**src/rtl/fb_triple_buf_sched_pkg.sv**
```systemverilog
`default_nettype none
// +------------------------------------------------------------------+
// | fb_triple_buf_sched_pkg : slot count, index type, reset indices    |
// | Rev 1.0                                                            |
// +------------------------------------------------------------------+
package fb_triple_buf_sched_pkg;

  localparam int FB_NUM_SLOTS = 3;
  localparam int FB_IDX_W     = 2;

  typedef logic [FB_IDX_W-1:0] slot_idx_t;

  localparam slot_idx_t WR_IDX_RST = 2'd0;
  localparam slot_idx_t RD_IDX_RST = 2'd1;
  localparam slot_idx_t SP_IDX_RST = 2'd2;

endpackage
`default_nettype wire

```
**src/rtl/fb_triple_buf_sched.sv**
```systemverilog
`default_nettype none
// +------------------------------------------------------------------+
// | fb_triple_buf_sched : triple-buffer writer/reader slot scheduler   |
// | Rev 1.0                                                            |
// +------------------------------------------------------------------+
module fb_triple_buf_sched
  import fb_triple_buf_sched_pkg::*;
#(
  parameter int unsigned       ADDR_W       = 32,
  parameter logic [ADDR_W-1:0] BASE_ADDR    = '0,
  parameter logic [ADDR_W-1:0] FRAME_STRIDE = ADDR_W'(32'h7E9000),
  parameter int unsigned       CNT_W        = 16
) (
  input  logic              pixel_clock,
  input  logic              reset,
  input  logic              enable,
  input  logic              wr_frame_done,
  input  logic              rd_vsync,
  output logic [1:0]        wr_idx,
  output logic [1:0]        rd_idx,
  output logic [ADDR_W-1:0] wr_base,
  output logic [ADDR_W-1:0] rd_base,
  output logic              rdy_valid,
  output logic              wr_swap,
  output logic              rd_swap,
  output logic [CNT_W-1:0]  drop_cnt,
  output logic [CNT_W-1:0]  repeat_cnt
);

  localparam logic [ADDR_W-1:0] SLOT0_BASE = BASE_ADDR;
  localparam logic [ADDR_W-1:0] SLOT1_BASE = BASE_ADDR + FRAME_STRIDE;
  localparam logic [ADDR_W-1:0] SLOT2_BASE = BASE_ADDR + FRAME_STRIDE + FRAME_STRIDE;
  localparam logic [CNT_W-1:0]  CNT_MAX    = '1;

  function automatic logic [ADDR_W-1:0] slot_base(input slot_idx_t idx);
    case (idx)
      2'd0:    return SLOT0_BASE;
      2'd1:    return SLOT1_BASE;
      default: return SLOT2_BASE;
    endcase
  endfunction

  slot_idx_t         wr_idx_q, wr_idx_d;
  slot_idx_t         rd_idx_q, rd_idx_d;
  slot_idx_t         sp_idx_q, sp_idx_d;
  logic              rdy_q, rdy_d;
  logic              vs_q;
  logic              wr_swap_q, wr_swap_d;
  logic              rd_swap_q, rd_swap_d;
  logic [ADDR_W-1:0] wr_base_q, rd_base_q;
  logic [CNT_W-1:0]  drop_q, drop_d;
  logic [CNT_W-1:0]  rep_q, rep_d;
  logic              wr_ev, rd_ev;

  assign wr_ev = enable & wr_frame_done;
  assign rd_ev = enable & rd_vsync & ~vs_q;

  // Write swap is resolved first so a same-cycle read picks up the frame just finished.
  always_comb begin
    wr_idx_d  = wr_idx_q;
    rd_idx_d  = rd_idx_q;
    sp_idx_d  = sp_idx_q;
    rdy_d     = rdy_q;
    wr_swap_d = 1'b0;
    rd_swap_d = 1'b0;
    drop_d    = drop_q;
    rep_d     = rep_q;

    if (wr_ev) begin
      wr_idx_d  = sp_idx_q;
      sp_idx_d  = wr_idx_q;
      rdy_d     = 1'b1;
      wr_swap_d = 1'b1;
      if (rdy_q && (drop_q != CNT_MAX)) drop_d = drop_q + 1'b1;
    end

    if (rd_ev) begin
      if (rdy_d) begin
        rd_idx_d  = sp_idx_d;
        sp_idx_d  = rd_idx_q;
        rdy_d     = 1'b0;
        rd_swap_d = 1'b1;
      end else if (rep_q != CNT_MAX) begin
        rep_d = rep_q + 1'b1;
      end
    end
  end

  always_ff @(posedge pixel_clock or negedge reset) begin
    if (!reset) begin
      wr_idx_q  <= WR_IDX_RST;
      rd_idx_q  <= RD_IDX_RST;
      sp_idx_q  <= SP_IDX_RST;
      rdy_q     <= 1'b0;
      vs_q      <= 1'b1;
      wr_swap_q <= 1'b0;
      rd_swap_q <= 1'b0;
      wr_base_q <= SLOT0_BASE;
      rd_base_q <= SLOT1_BASE;
      drop_q    <= '0;
      rep_q     <= '0;
    end else begin
      wr_idx_q  <= wr_idx_d;
      rd_idx_q  <= rd_idx_d;
      sp_idx_q  <= sp_idx_d;
      rdy_q     <= rdy_d;
      vs_q      <= rd_vsync;
      wr_swap_q <= wr_swap_d;
      rd_swap_q <= rd_swap_d;
      wr_base_q <= slot_base(wr_idx_d);
      rd_base_q <= slot_base(rd_idx_d);
      drop_q    <= drop_d;
      rep_q     <= rep_d;
    end
  end

  assign wr_idx     = wr_idx_q;
  assign rd_idx     = rd_idx_q;
  assign wr_base    = wr_base_q;
  assign rd_base    = rd_base_q;
  assign rdy_valid  = rdy_q;
  assign wr_swap    = wr_swap_q;
  assign rd_swap    = rd_swap_q;
  assign drop_cnt   = drop_q;
  assign repeat_cnt = rep_q;

endmodule
`default_nettype wire

```
**config.mk**
```make
export PLATFORM = sky130hd
export DESIGN_NAME = fb_triple_buf_sched
export DESIGN_NICKNAME = d
export VERILOG_FILES = /design/src/rtl/fb_triple_buf_sched_pkg.sv /design/src/rtl/fb_triple_buf_sched.sv
export SDC_FILE = /design/constraint.sdc
export NUM_CORES = 1
export LEC_CHECK = 0
export CAP_MARGIN = 25
export CORE_UTILIZATION = 43
export CTS_CLUSTER_DIAMETER = 200
export CTS_CLUSTER_SIZE = 20
export DETAILED_ROUTE_END_ITERATION = 8
export PLACE_DENSITY_LB_ADDON = 0.1
export SLEW_MARGIN = 25
export SYNTH_ARGS = -nofsm -noshare
export SYNTH_HDL_FRONTEND = slang
export SYNTH_SLANG_ARGS = --single-unit
export TNS_END_PERCENT = 20
```
**constraint.sdc**
```tcl
create_clock -name pixel_clock -period 2.25 [get_ports pixel_clock]
set_input_delay 0.45 -clock pixel_clock [delete_from_list [all_inputs] [get_ports pixel_clock]]
set_output_delay 0.45 -clock pixel_clock [all_outputs]
set_load 0.1 [all_outputs]
```
==> reports/metrics.cfg, run 1 <==
[flow_run]
cap_violations = 0

[yosys]
yosys.area.top_type = dfrtp_1
synth_common_cells = buf_4 (59), dfrtp_1 (42), nand2_1 (13), nor2_1 (13), xor2_1 (13)
ys_seq_area_frac = 0.456
avgSynthCellArea_um2 = 10.5
syn_area_um2 = 2590
yosysMostFrequentCell = buf_4
ys_types = 45
postSynthCellCount = 248
ys_seq_elements = 47
ys_async_sr_fraction = 1.00
synthFlopType = dfrtp_1
synth_top_area_frac = 0.405
yosys_warnings = 0
synth-edff-count = 0
ys_top_cells_by_area = dfrtp_1 (41%), buf_4 (17%), dfstp_2 (5.1%)

[placed_design]
gp_congestion = 0.819
io_buffers = 65
post-place-ws_ps = -80.5
dpl.hpwl_mm = 3.62
dpl.cell_count = 379

[timing]
report.final.setup_viol = 0
finClkSkew_ps = 8.89
slew_violations = 0
finalCritPeriodShare = 0.897
fin_crit_ps = 2020
report.final.hold_viol_count = 0
rsz0062_at_grt = no
setup_ws_ps = 232
tns_ps = 0
timing.fmax_mhz = 496

[floorplanning]
coreArea_um2 = 5680
die_area_um2 = 6350
boundaryPins = 108
dieHeight_um = 79.7
fp.dieW_um = 79.7
start_util = 0.457
num_rows = 27

[detailed_routing]
drtAntennaViolNets = 0
drt_iter0_drc = 52
vias = 1886
wl_per_cell_um = 12.3
drc = 0
routed_wl_mm = 4.76
firstDrtPassIters = 4
via_per_inst = 4.86

[global_routing]
grt_max_degree = 29
grt_use_total = 0.156
grt_remaining_overflow = 0
grt_pass1_wl_mm = 7.77
grt_pass1_vias = 1695
grt_antenna_before_repair = 0

[clock_tree]
cts_sinks = 47
clkLatencyLatePin_ps = 290
htreeDepth = 2
cts_buffers = 5
tritoncts = done
cts_root_buffer = clkbuf_8
clk_path_buf_depth = 2
clkTransAtPathRegs_ps = 80
post_cts_buffers = 0

[finish]
seqCellArea_um2 = 1210
finalNonFillerCells = 388
multi_input_comb_area_um2 = 1100
fillers = 547
postLayoutCoreUtil = 0.549
drive_gt1_frac = 0.389
antennaDiodeCount = 0
syn2layout_area_growth_pct = 20.0
final_nets = 322

[worst_setup_path]
critPathKind = input pin to flop
cp_cell_sequence = clkdlybuf4s50_1, or2_1, or4_1, nor2_1, mux2_2
r2r_cells = 5
cp.arrival_ps = 2200
crit_fanout = 3
reg2reg_from = repeat_cnt[0]
required_ps = 2430
crit_cells = 5
critical_path.top_delay_family = simple AND/OR/NAND/NOR gates
rr_endpoint = repeat_cnt[12]
cp_slowest_cell = or4_1
cpPeakStageDelay_ps = 590
worstSetupStartpointType = input pin
rrSetupSlack_ps = 290
cp-end-kind = flop
cp.buffers_inverters = 1

[outcome]
outcome = complete, no violations

[worst_hold_path]
hold_class = input pin to asynchronous set/reset pin

[logic make-up (layout without fill, tap and decap cells)]
kind of cell / Yosys count / in the layout / synth area share
DFF: 47 / 47 / 0.456
and+or+nand+nor: 77 / 77 / 0.177
AOI/OAI and AO/OA: 27 / 27 / 0.0651
other: 1 / 42 / 0.00145
xor gates and xnor gates: 18 / 18 / 0.0608
buffers and inverters: 64 / 91 / 0.178
muxes: 12 / 12 / 0.0521
adders and majority gates: 2 / 2 / 0.00964
[stage by stage]
step	instance area (um^2)	hold slack [ps]
after CTS	3110	472
after detailed placement	3010	256
after floorplan	2780	154
final	3110	483
after global placement	3010	253
after global routing	3110	475
[what timing repair did]
| action | 4_1_cts | 5_1_grt |
|---|---|---|
| resized for setup | 0 | 0 |
| setup endpoints to repair | 0 | 0 |
| hold buffers | 1 | 0 |
| hold endpoints to repair | 2 | 0 |
[final cells by class]
class,instances,share of cell area
flip-flops and latches,47,0.389
clock inverters,1,0.00161
well taps,72,0.0289
repair buffers,79,0.193
clock buffers,7,0.0277
multi-input cells,178,0.355
inverters,4,0.00482
[flip-flops by register name, summed over array words and instances, names as in the netlist, 2 cells and up]
name,count
rd_idx,2
repeat_cnt,16
rd_base,3
wr_base,3
sp_idx_q,2
drop_cnt,16
[placed cells by master, fill, tap and decap left out, drive strengths merged, types with 4 or more instances in the layout]
cell type / n
dfstp: 5
nor3: 5
a21oi: 6
inv: 4
xor2: 13
nand4: 10
nand2: 13
buf: 75
o21ai: 6
dfrtp: 42
nand3: 11
conb: 42
nor2: 13
xnor2: 5
a31oi: 6
clkbuf: 7
mux2: 9
[layer usage]
metal | vias to the layer above | wire, um | GRT usage
li1 | 908 | - | -
met1 | 898 | 2240 | 0.212
met2 | 76 | 2200 | 0.250
met3 | 4 | 288 | 0.0286
met4 | 0 | 35 | 0.0527
met5 | - | 0 | 0
[worst max-delay path by stage]
stage	start	end	slack, ps
after CTS	wr_frame_done	repeat_cnt[12]	230
after global routing	wr_frame_done	repeat_cnt[14]	150
after global placement	wr_frame_done	repeat_cnt[7]	-50
final	wr_frame_done	repeat_cnt[12]	230
after detailed placement	wr_frame_done	repeat_cnt[12]	-80
after floorplan	drop_cnt[7]	drop_cnt[1]	0.8
Power of run 1 is left out: the tool's default activity adds up to more than one toggle a clock period on the data nets, which glitch-free logic cannot reach.
==> run 2: changes to the inputs <==
--- a/config.mk
+++ b/config.mk
@@ -10,7 +10,8 @@
 export CTS_CLUSTER_DIAMETER = 200
 export CTS_CLUSTER_SIZE = 20
 export DETAILED_ROUTE_END_ITERATION = 8
-export PLACE_DENSITY_LB_ADDON = 0.1
+export GPL_ROUTABILITY_DRIVEN = 0
+export PLACE_DENSITY = 0.8
 export SLEW_MARGIN = 25
 export SYNTH_ARGS = -nofsm -noshare
 export SYNTH_HDL_FRONTEND = slang
==> run 2 against run 1 <==
Compared with the run above:
- core utilization shrank 0.29 points
- sequential share of layout area grew 0.20 points
- cell count shrank 0.77%
- first-iteration DRC count grew 46%
- critical path type unchanged
==> reports/metrics.cfg, run 2 (synthesis gave the netlist of run 1 again) <==
[global_routing]
grt_max_degree = 48  ; +66%
grt_pass1_vias = 1585  ; -6.5%
grt_util_met1 = 0.209  ; -0.00269
grt_use_total = 0.155  ; -0.00130
grt_antenna_before_repair = 0  ; unchanged
grt_use_met3 = 0.0377  ; +0.00914
grt_pass1_wl_mm = 7.61  ; -2.0%
busiest_layer = met2
grt_remaining_overflow = 0  ; unchanged
grtUsageMet2 = 0.247  ; -0.00342

[floorplanning]
start_util = 0.457  ; unchanged
coreArea_um2 = 5680  ; unchanged
dieHeight_um = 79.7  ; unchanged
die_area_um2 = 6350  ; unchanged
boundaryPins = 108  ; unchanged
num_rows = 27  ; unchanged
fp.dieW_um = 79.7  ; unchanged

[detailed_routing]
firstDrtPassIters = 4  ; unchanged
drtAntennaViolNets = 0  ; unchanged
wl_per_cell_um = 12.4  ; +1.2%
via_per_inst = 4.84  ; -0.40%
routed_wl_mm = 4.78  ; +0.40%
drt_iter0_drc = 76  ; +46%
drc = 0  ; unchanged
vias = 1864  ; -1.2%

[timing]
slew_violations = 0  ; unchanged
fin_crit_ps = 2030  ; +8.83 ps
hold_ws_ps = 225  ; -258 ps
rsz0062_at_grt = no
worst_pin_slew_ps = 574
report.final.hold_viol_count = 0  ; unchanged
timing.fmax_mhz = 494  ; -0.44%
report.final.setup_viol = 0  ; unchanged
slew_headroom = 0.617
tns_ps = 0  ; unchanged
finalCritPeriodShare = 0.901  ; +0.00393
finClkSkew_ps = 3.73  ; -5.16 ps

[worst_setup_path]
required_ps = 2430  ; about the same
rr_endpoint = repeat_cnt[1]
crit_fanout = 3  ; unchanged
rrSetupSlack_ps = 290  ; about the same
critPathKind = input pin to flop
worstSetupStartpointType = input pin
crit_cells = 5  ; unchanged
cp.arrival_ps = 2200  ; about the same
critical_path.top_delay_family = simple AND/OR/NAND/NOR gates
reg2reg_from = repeat_cnt[0]
cp-end-kind = flop
cp_cell_sequence = clkdlybuf4s50_1, or2_1, or4_4, a211o_1, mux2_4
cp_slowest_cell = or4_4
critPathLaunch = wr_frame_done
crit_path_end = repeat_cnt[7]
cp.buffers_inverters = 1  ; unchanged
r2r_cells = 6  ; +1
cpPeakStageDelay_ps = 540  ; -50 ps

[placed_design]
dpl.hpwl_mm = 3.61  ; -0.47%
io_buffers = 65  ; unchanged
placed_area_um2 = 3000  ; -0.50%

[flow_run]
cap_violations = 0  ; unchanged

[finish]
antennaDiodeCount = 0  ; unchanged
syn2layout_area_growth_pct = 19.4
final_nets = 319  ; -0.93%
stdcell_area_um2 = 3100  ; -0.52%
fillers = 500  ; -8.6%
drive_gt1_frac = 0.387  ; -0.00266
final_cell_mix = buf_4 (72), conb_1 (42), dfrtp_1 (22)
layout_commonest_cell = buf_4

[outcome]
outcome = complete, no violations

[clock_tree]
post_cts_buffers = 0  ; unchanged
cts_buffers = 5  ; unchanged
htreeDepth = 2  ; unchanged
ctsHoldBuffers = 0  ; -1
clkLatencyLatePin_ps = 290  ; about the same
cts_root_buffer = clkbuf_8
cts_sinks = 47  ; unchanged
tritoncts = done
clkTransAtPathRegs_ps = 80  ; about the same
post_cts_resized = 0  ; unchanged
clk_path_buf_depth = 2  ; unchanged

[worst_hold_path]
hold_class = input pin to asynchronous set/reset pin

[run 2: changes by cell type in the layout (fill, tap and decap cells not counted)]
cell,delta
buf_4,-2
clkbuf_8,+1
clkinv_2,-1
dlygate4sd3_1,-1
[run 2: worst min-delay path by stage]
stage | end | slack (ps) | startpoint | cells after the start
after global placement | drop_cnt[4] | 480 | drop_cnt[4] | 1
after CTS | repeat_cnt[0] | 260 | reset | 2
after detailed placement | drop_cnt[4] | 480 | drop_cnt[4] | 1
after floorplan | drop_cnt[0] | 150 | reset | 0
after global routing | repeat_cnt[1] | 280 | reset | 2
final | repeat_cnt[0] | 220 | reset | 2
[run 2: metrics by stage]
stage	utilization	instances	worst slack (ps)
after floorplan	-	289	0.761
after global placement	0.528	377	-48.0
after detailed placement	0.528	377	-94.9
after CTS	0.546	385	225
after global routing	0.546	385	184
final	0.546	385	224
[run 2: final cells by class]
cell class                 count  area, um^2  share of cell area
inverter                       4        15.0             0.00485
clock buffer                   8         100              0.0323
tap                           72        90.1              0.0291
multi-input combinational    178        1100               0.357
sequential                    47        1210               0.391
timing repair buffer          76         576               0.186
[run 2: routing by layer]
metal | share of wire | wire length (um)
met1 | 0.45 | 2140
met2 | 0.48 | 2300
met3 | 0.065 | 310
met4 | 0.0052 | 25
met5 | 0 | 0
Power of run 2 is left out for the same reason.
==> run 3: changes to the inputs <==
--- a/config.mk
+++ b/config.mk
@@ -5,6 +5,7 @@
 export SDC_FILE = /design/constraint.sdc
 export NUM_CORES = 1
 export LEC_CHECK = 0
+export ABC_CLOCK_PERIOD_IN_PS = 2250
 export CAP_MARGIN = 25
 export CORE_UTILIZATION = 43
 export CTS_CLUSTER_DIAMETER = 200
@@ -16,4 +17,3 @@
 export SYNTH_ARGS = -nofsm -noshare
 export SYNTH_HDL_FRONTEND = slang
 export SYNTH_SLANG_ARGS = --single-unit
-export TNS_END_PERCENT = 20
==> results of run 3 <==
No change in the layout: final DEF, timing and power equal those of run 2.
Power of run 3 is left out for the same reason.
